<file path="src/rtl/event_tx.sv">
// Transmit side of a four-phase req/ack event crossing. Local event pulses are
// queued in a saturating counter and launched one handshake at a time.
module event_tx #(
  parameter int CNT_W       = 3,
  parameter int SYNC_STAGES = 2
) (
  input  logic             clk,
  input  logic             reset,
  input  logic             evt,
  input  logic             ack_async,
  output logic             req,
  output logic             busy,
  output logic             done,
  output logic             overflow,
  output logic [CNT_W-1:0] pending
);

  typedef enum logic [1:0] {IDLE, REQ, ACK_LOW} state_t;

  localparam logic [CNT_W-1:0] FULL = '1;
  localparam logic [CNT_W-1:0] ONE  = CNT_W'(1);

  state_t                 state_reg, state_next;
  logic [SYNC_STAGES-1:0] sync_reg;
  logic [CNT_W-1:0]       pending_reg, pending_next;
  logic                   req_reg, req_next;
  logic                   done_reg, done_next;
  logic                   overflow_reg, overflow_next;
  logic                   busy_reg, busy_next;
  logic                   ack_s;
  logic                   work;
  logic                   launch;
  logic                   accept;
  logic                   from_pending;

  assign ack_s = sync_reg[SYNC_STAGES-1];
  assign work  = evt || (pending_reg != '0);

  always_ff @(posedge clk) begin
    if (reset) begin
      state_reg    <= IDLE;
      sync_reg     <= '0;
      pending_reg  <= '0;
      req_reg      <= 1'b0;
      done_reg     <= 1'b0;
      overflow_reg <= 1'b0;
      busy_reg     <= 1'b0;
    end else begin
      state_reg    <= state_next;
      sync_reg     <= {sync_reg[SYNC_STAGES-2:0], ack_async};
      pending_reg  <= pending_next;
      req_reg      <= req_next;
      done_reg     <= done_next;
      overflow_reg <= overflow_next;
      busy_reg     <= busy_next;
    end
  end

  always_comb begin
    state_next = state_reg;
    req_next   = req_reg;
    done_next  = 1'b0;
    launch     = 1'b0;
    case (state_reg)
      IDLE: begin
        if (work) begin
          launch     = 1'b1;
          state_next = REQ;
          req_next   = 1'b1;
        end
      end
      REQ: begin
        if (ack_s) begin
          state_next = ACK_LOW;
          req_next   = 1'b0;
        end
      end
      ACK_LOW: begin
        if (!ack_s) begin
          done_next = 1'b1;
          if (work) begin
            launch     = 1'b1;
            state_next = REQ;
            req_next   = 1'b1;
          end else begin
            state_next = IDLE;
          end
        end
      end
      default: begin
        state_next = IDLE;
        req_next   = 1'b0;
      end
    endcase
  end

  // A launch takes this cycle's evt first, so accept and from_pending never coincide.
  always_comb begin
    from_pending  = launch && !evt;
    accept        = evt && !launch;
    overflow_next = accept && (pending_reg == FULL);
    pending_next  = pending_reg;
    if (accept && (pending_reg != FULL)) begin
      pending_next = pending_reg + ONE;
    end else if (from_pending) begin
      pending_next = pending_reg - ONE;
    end
    busy_next = (state_next != IDLE) || (pending_next != '0);
  end

  assign req      = req_reg;
  assign done     = done_reg;
  assign overflow = overflow_reg;
  assign busy     = busy_reg;
  assign pending  = pending_reg;

endmodule

</file>
<file path="config.mk">
export PLATFORM = sky130hd
export DESIGN_NAME = event_tx
export DESIGN_NICKNAME = d
export VERILOG_FILES = /design/src/rtl/event_tx.sv
export SDC_FILE = /design/constraint.sdc
export NUM_CORES = 1
export LEC_CHECK = 0
export BUFFER_PORTS_ARGS = -buffer_cell sky130_fd_sc_hd__buf_2
export CAP_MARGIN = 25
export CORE_MARGIN = 2
export CORE_UTILIZATION = 44
export CTS_BUF_LIST = sky130_fd_sc_hd__clkbuf_8
export DETAILED_ROUTE_END_ITERATION = 8
export MAX_ROUTING_LAYER = met4
export PLACE_DENSITY = 0.77
export SYNTH_ARGS = -nofsm -noshare
export SYNTH_HDL_FRONTEND = slang
export SYNTH_SLANG_ARGS = --single-unit
</file>
<file path="constraint.sdc">
create_clock -name clk -period 1.5 [get_ports clk]
set_input_delay 0.375 -clock clk [delete_from_list [all_inputs] [get_ports clk]]
set_output_delay 0.375 -clock clk [all_outputs]
set_load 0.01 [all_outputs]
</file>
==> flow_summary_export.csv <==
group,metric,value,unit
synthesis,synth_top_family_by_area,"compound AO/OA/AOI/OAI gates",
synthesis,ys_ff_latch,11,
synthesis,synth_nets,72,
synthesis,synth_common_cells,"dfxtp_1, nand2_1, nor2_1",
critical_path,crit_type,"reg -> reg",
critical_path,r2r-start,"pending[0]$_SDFF_PP0_",
synthesis,synth_xor_area_share,3.00,%
drt,vias,497,
drt,routed_via_density,5.18,
global_route,overflow,0,
clock_network,worstSkewPairLatency,0.24,ns
global_route,grt.total_usage,18.1,%
critical_path,cpMostUsedCell,"ha_4",
synthesis,yosysSeqAreaShare,37.8,%
global_route,grt_pass1_vias,452,
final_layout,fin_nets,90,
power_and_ir_drop,p_leak,0.323,nW
floorplanning,start_util,46.0,%
place,dpl.hpwl,828,um
drt,antenna_left,0,
synthesis,yosys.area.top_type,"dfxtp_1",
global_route,grt_pass1_wl,1.88,mm
synthesis,synthSimpleGateAreaFrac,22.3,%
critical_path,worst_setup_path_end_kind,"register",
sta,setup-violations-final,0,
drt,drcViolationCount,0,
synthesis,synth-async-reset-ratio,0,%
power_and_ir_drop,p_per_area,1480,nW/um^2
place,place_congestion,0.930,
floorplanning,io_pins,11,
critical_path,crit_path_end,"busy$_SDFF_PP0_",
critical_path,worstSetupStartpoint,"pending[0]$_SDFF_PP0_",
sta,rsz0062_at_grt,"yes",
sta,tightestPinTransition,0.280,ns
critical_path,cp_data_required_time,1.62,ns
clock_network,h-tree-depth,1,
critical_path,critPathBufInv,0,
floorplanning,core,1270,um^2
synthesis,synth_top_area_share,37.8,%
critical_path,r2r-end,"busy$_SDFF_PP0_",
synthesis,postSynthCellCount,64,
clock_network,root_buffer,"clkbuf_8",
critical_path,cpPeakStageDelay,0.39,ns
critical_path,crit_cells,6,
sta,max_freq,669,MHz
critical_path,reg2reg_setup_slack,0.006,ns
drt,drt-total-wl,1.19,mm
synthesis,synth_area_per_cell,9.11,um^2
critical_path,cp-start-kind,"register",
floorplanning,die-height,40.4,um
synthesis,syn_area,583,um^2
sta,fin_skew,0.00310,ns
final_layout,largest_reg_flops,3,
power_and_ir_drop,ir_drop,771,uV
synthesis,netlist-cell-type-count,28,
global_route,antenna_found_initial,0,
min_path,hp-class,"in -> reg",
critical_path,r2r_cells,6,
synthesis,synth-main-ff-cell,"dfxtp_1",
drt,wl_per_cell,12.4,um
synthesis,yosysMostFrequentCell,"dfxtp_1",
clock_network,cts_tree,"yes",
critical_path,critical-path-top-delay-family,"simple AND/OR/NAND/NOR gates",
synthesis,synth_edf_count,0,
critical_path,worstPathArrival,1.61,ns
clock_network,cts.path.max_buffers,2,
clock_network,cts_sinks,11,
drt,drtIter0Drc,4,
synthesis,synth_area_leaders,"dfxtp_1, ha_1, nand2_1, nand2b_1, a21oi_1",
floorplanning,dieArea,1630,um^2
sta,min_period,1.49,ns
drt,first_pass_iters,4,
sta,hold_viol_final,0,
sta,fin_crit_sh,99.6,%
clock_network,cts_inserted_buffers,3,
final_layout,drive_gt1_share,37.0,%
sta,drv_slew,0,
sta,worst_hold_slack,0.349,ns
final_layout,area_delta_synth_final,32.8,%
outcome,status,"finished clean",
sta,fin_tns_setup,0,ns
flow_run,drv_cap,0,
synthesis,yosysWarnings,0,
final_layout,n_antenna_cell,0,
synthesis,synth_fa_ha_area_share,8.58,%
floorplanning,dieWidth,40.4,um
critical_path,cp_cell_sequence,"ha_4, ha_4, or3b_4, o22ai_2, o2bb2ai_1, a31oi_1",
sta,relSlewSlack,81.3,%
floorplanning,std_cell_rows,13,
clock_network,clk_pin_slew,0.05,ns
synthesis,synthMuxAreaShare,1.72,%
critical_path,cpMaxStageDelayCell,"or3b_4",
clock_network,holdBufCountCts,0,
synthesis,synth_compound_area_share,22.5,%
critical_path,critPathMaxFanout,4,
global_route,grt_max_degree,12,
place,numPortBuffers,10,
## per-layer routing
metal  GRT usage (%)  share of wire (%)
met5               -                  0
met4            10.0                1.8
met3            3.33                3.2
met2            29.0                 49
met1            21.2                 46
## through the flow
| stage | setup slack [ns] | cells | utilization (%) | instance area [um^2] | total power [mW] |
|---|---|---|---|---|---|
| 5_1_grt | -0.0370 | 96 | 61.0 | 774 | 1.23 |
| 3_3_place_gp | 0.0182 | 92 | 54.9 | 697 | 0.772 |
| 4_1_cts | 0.000881 | 96 | 59.5 | 754 | 1.09 |
| 3_5_place_dp | -0.0134 | 92 | 54.9 | 697 | 0.783 |
| 6_report | 0.00622 | 96 | 61.0 | 774 | 1.14 |
| 2_1_floorplan | 0.00446 | 64 | - | 603 | 0.670 |
## area by class of cell
| type | instances | area [um^2] |
|---|---|---|
| multi-input cells | 48 | 387 |
| flip-flops and latches | 11 | 225 |
| repair buffers | 15 | 87.6 |
| well taps | 15 | 18.8 |
| clock inverters | 1 | 3.75 |
| inverters | 3 | 11.3 |
| clock buffers | 3 | 41.3 |
| fillers | 114 | 494 |
## how the worst min path moves through the flow
| stage | cells after the start | from | end | slack [ns] |
|---|---|---|---|---|
| 2_1_floorplan | 1 | sync_reg[0]$_SDFF_PP0_ | sync_reg[1]$_SDFF_PP0_ | 0.41 |
| 3_3_place_gp | 1 | sync_reg[0]$_SDFF_PP0_ | sync_reg[1]$_SDFF_PP0_ | 0.42 |
| 3_5_place_dp | 1 | sync_reg[0]$_SDFF_PP0_ | sync_reg[1]$_SDFF_PP0_ | 0.43 |
| 4_1_cts | 2 | ack_async | sync_reg[0]$_SDFF_PP0_ | 0.35 |
| 5_1_grt | 2 | ack_async | sync_reg[0]$_SDFF_PP0_ | 0.36 |
| 6_report | 2 | ack_async | sync_reg[0]$_SDFF_PP0_ | 0.35 |
## power by group
group	leakage (nW)	switching, mW	total [mW]	internal, mW
combinational	0.204	0.244	0.471	0.226
sequential	0.0916	0.0459	0.386	0.340
clock	0.0269	0.108	0.287	0.179
## cell families (layout without fill, tap and decap cells)
logic type                 Yosys count  in the layout
and+or+nand+nor                     24             24
muxes                                1              1
buffers and inverters                5             22
DFF                                 11             11
AOI/OAI and AO/OA                   17             17
xor gates and xnor gates             2              2
adders and majority gates            4              4
## placed cells by master (no fill, tap or decap), types with 2 or more instances in the layout
master / instances
nand2_1: 6
inv_1: 3
a31oi_1: 2
xnor2_1: 2
nor2_1: 5
a21oi_1: 4
nand2b_1: 3
buf_4: 5
nor2b_1: 2
buf_2: 10
nor3b_1: 2
clkbuf_8: 3
ha_4: 3
o21ai_0: 2
dfxtp_1: 9
## what timing repair did
| item | 4_1_cts | 5_1_grt |
|---|---|---|
| cloned | 0 | 0 |
| resized for setup | 2 | 3 |
| pin swaps | 1 | 1 |
| setup buffers | 0 | 0 |
| endpoints found under the setup margin | 1 | 3 |
Note: power is estimated with default switching activity, not from simulation.
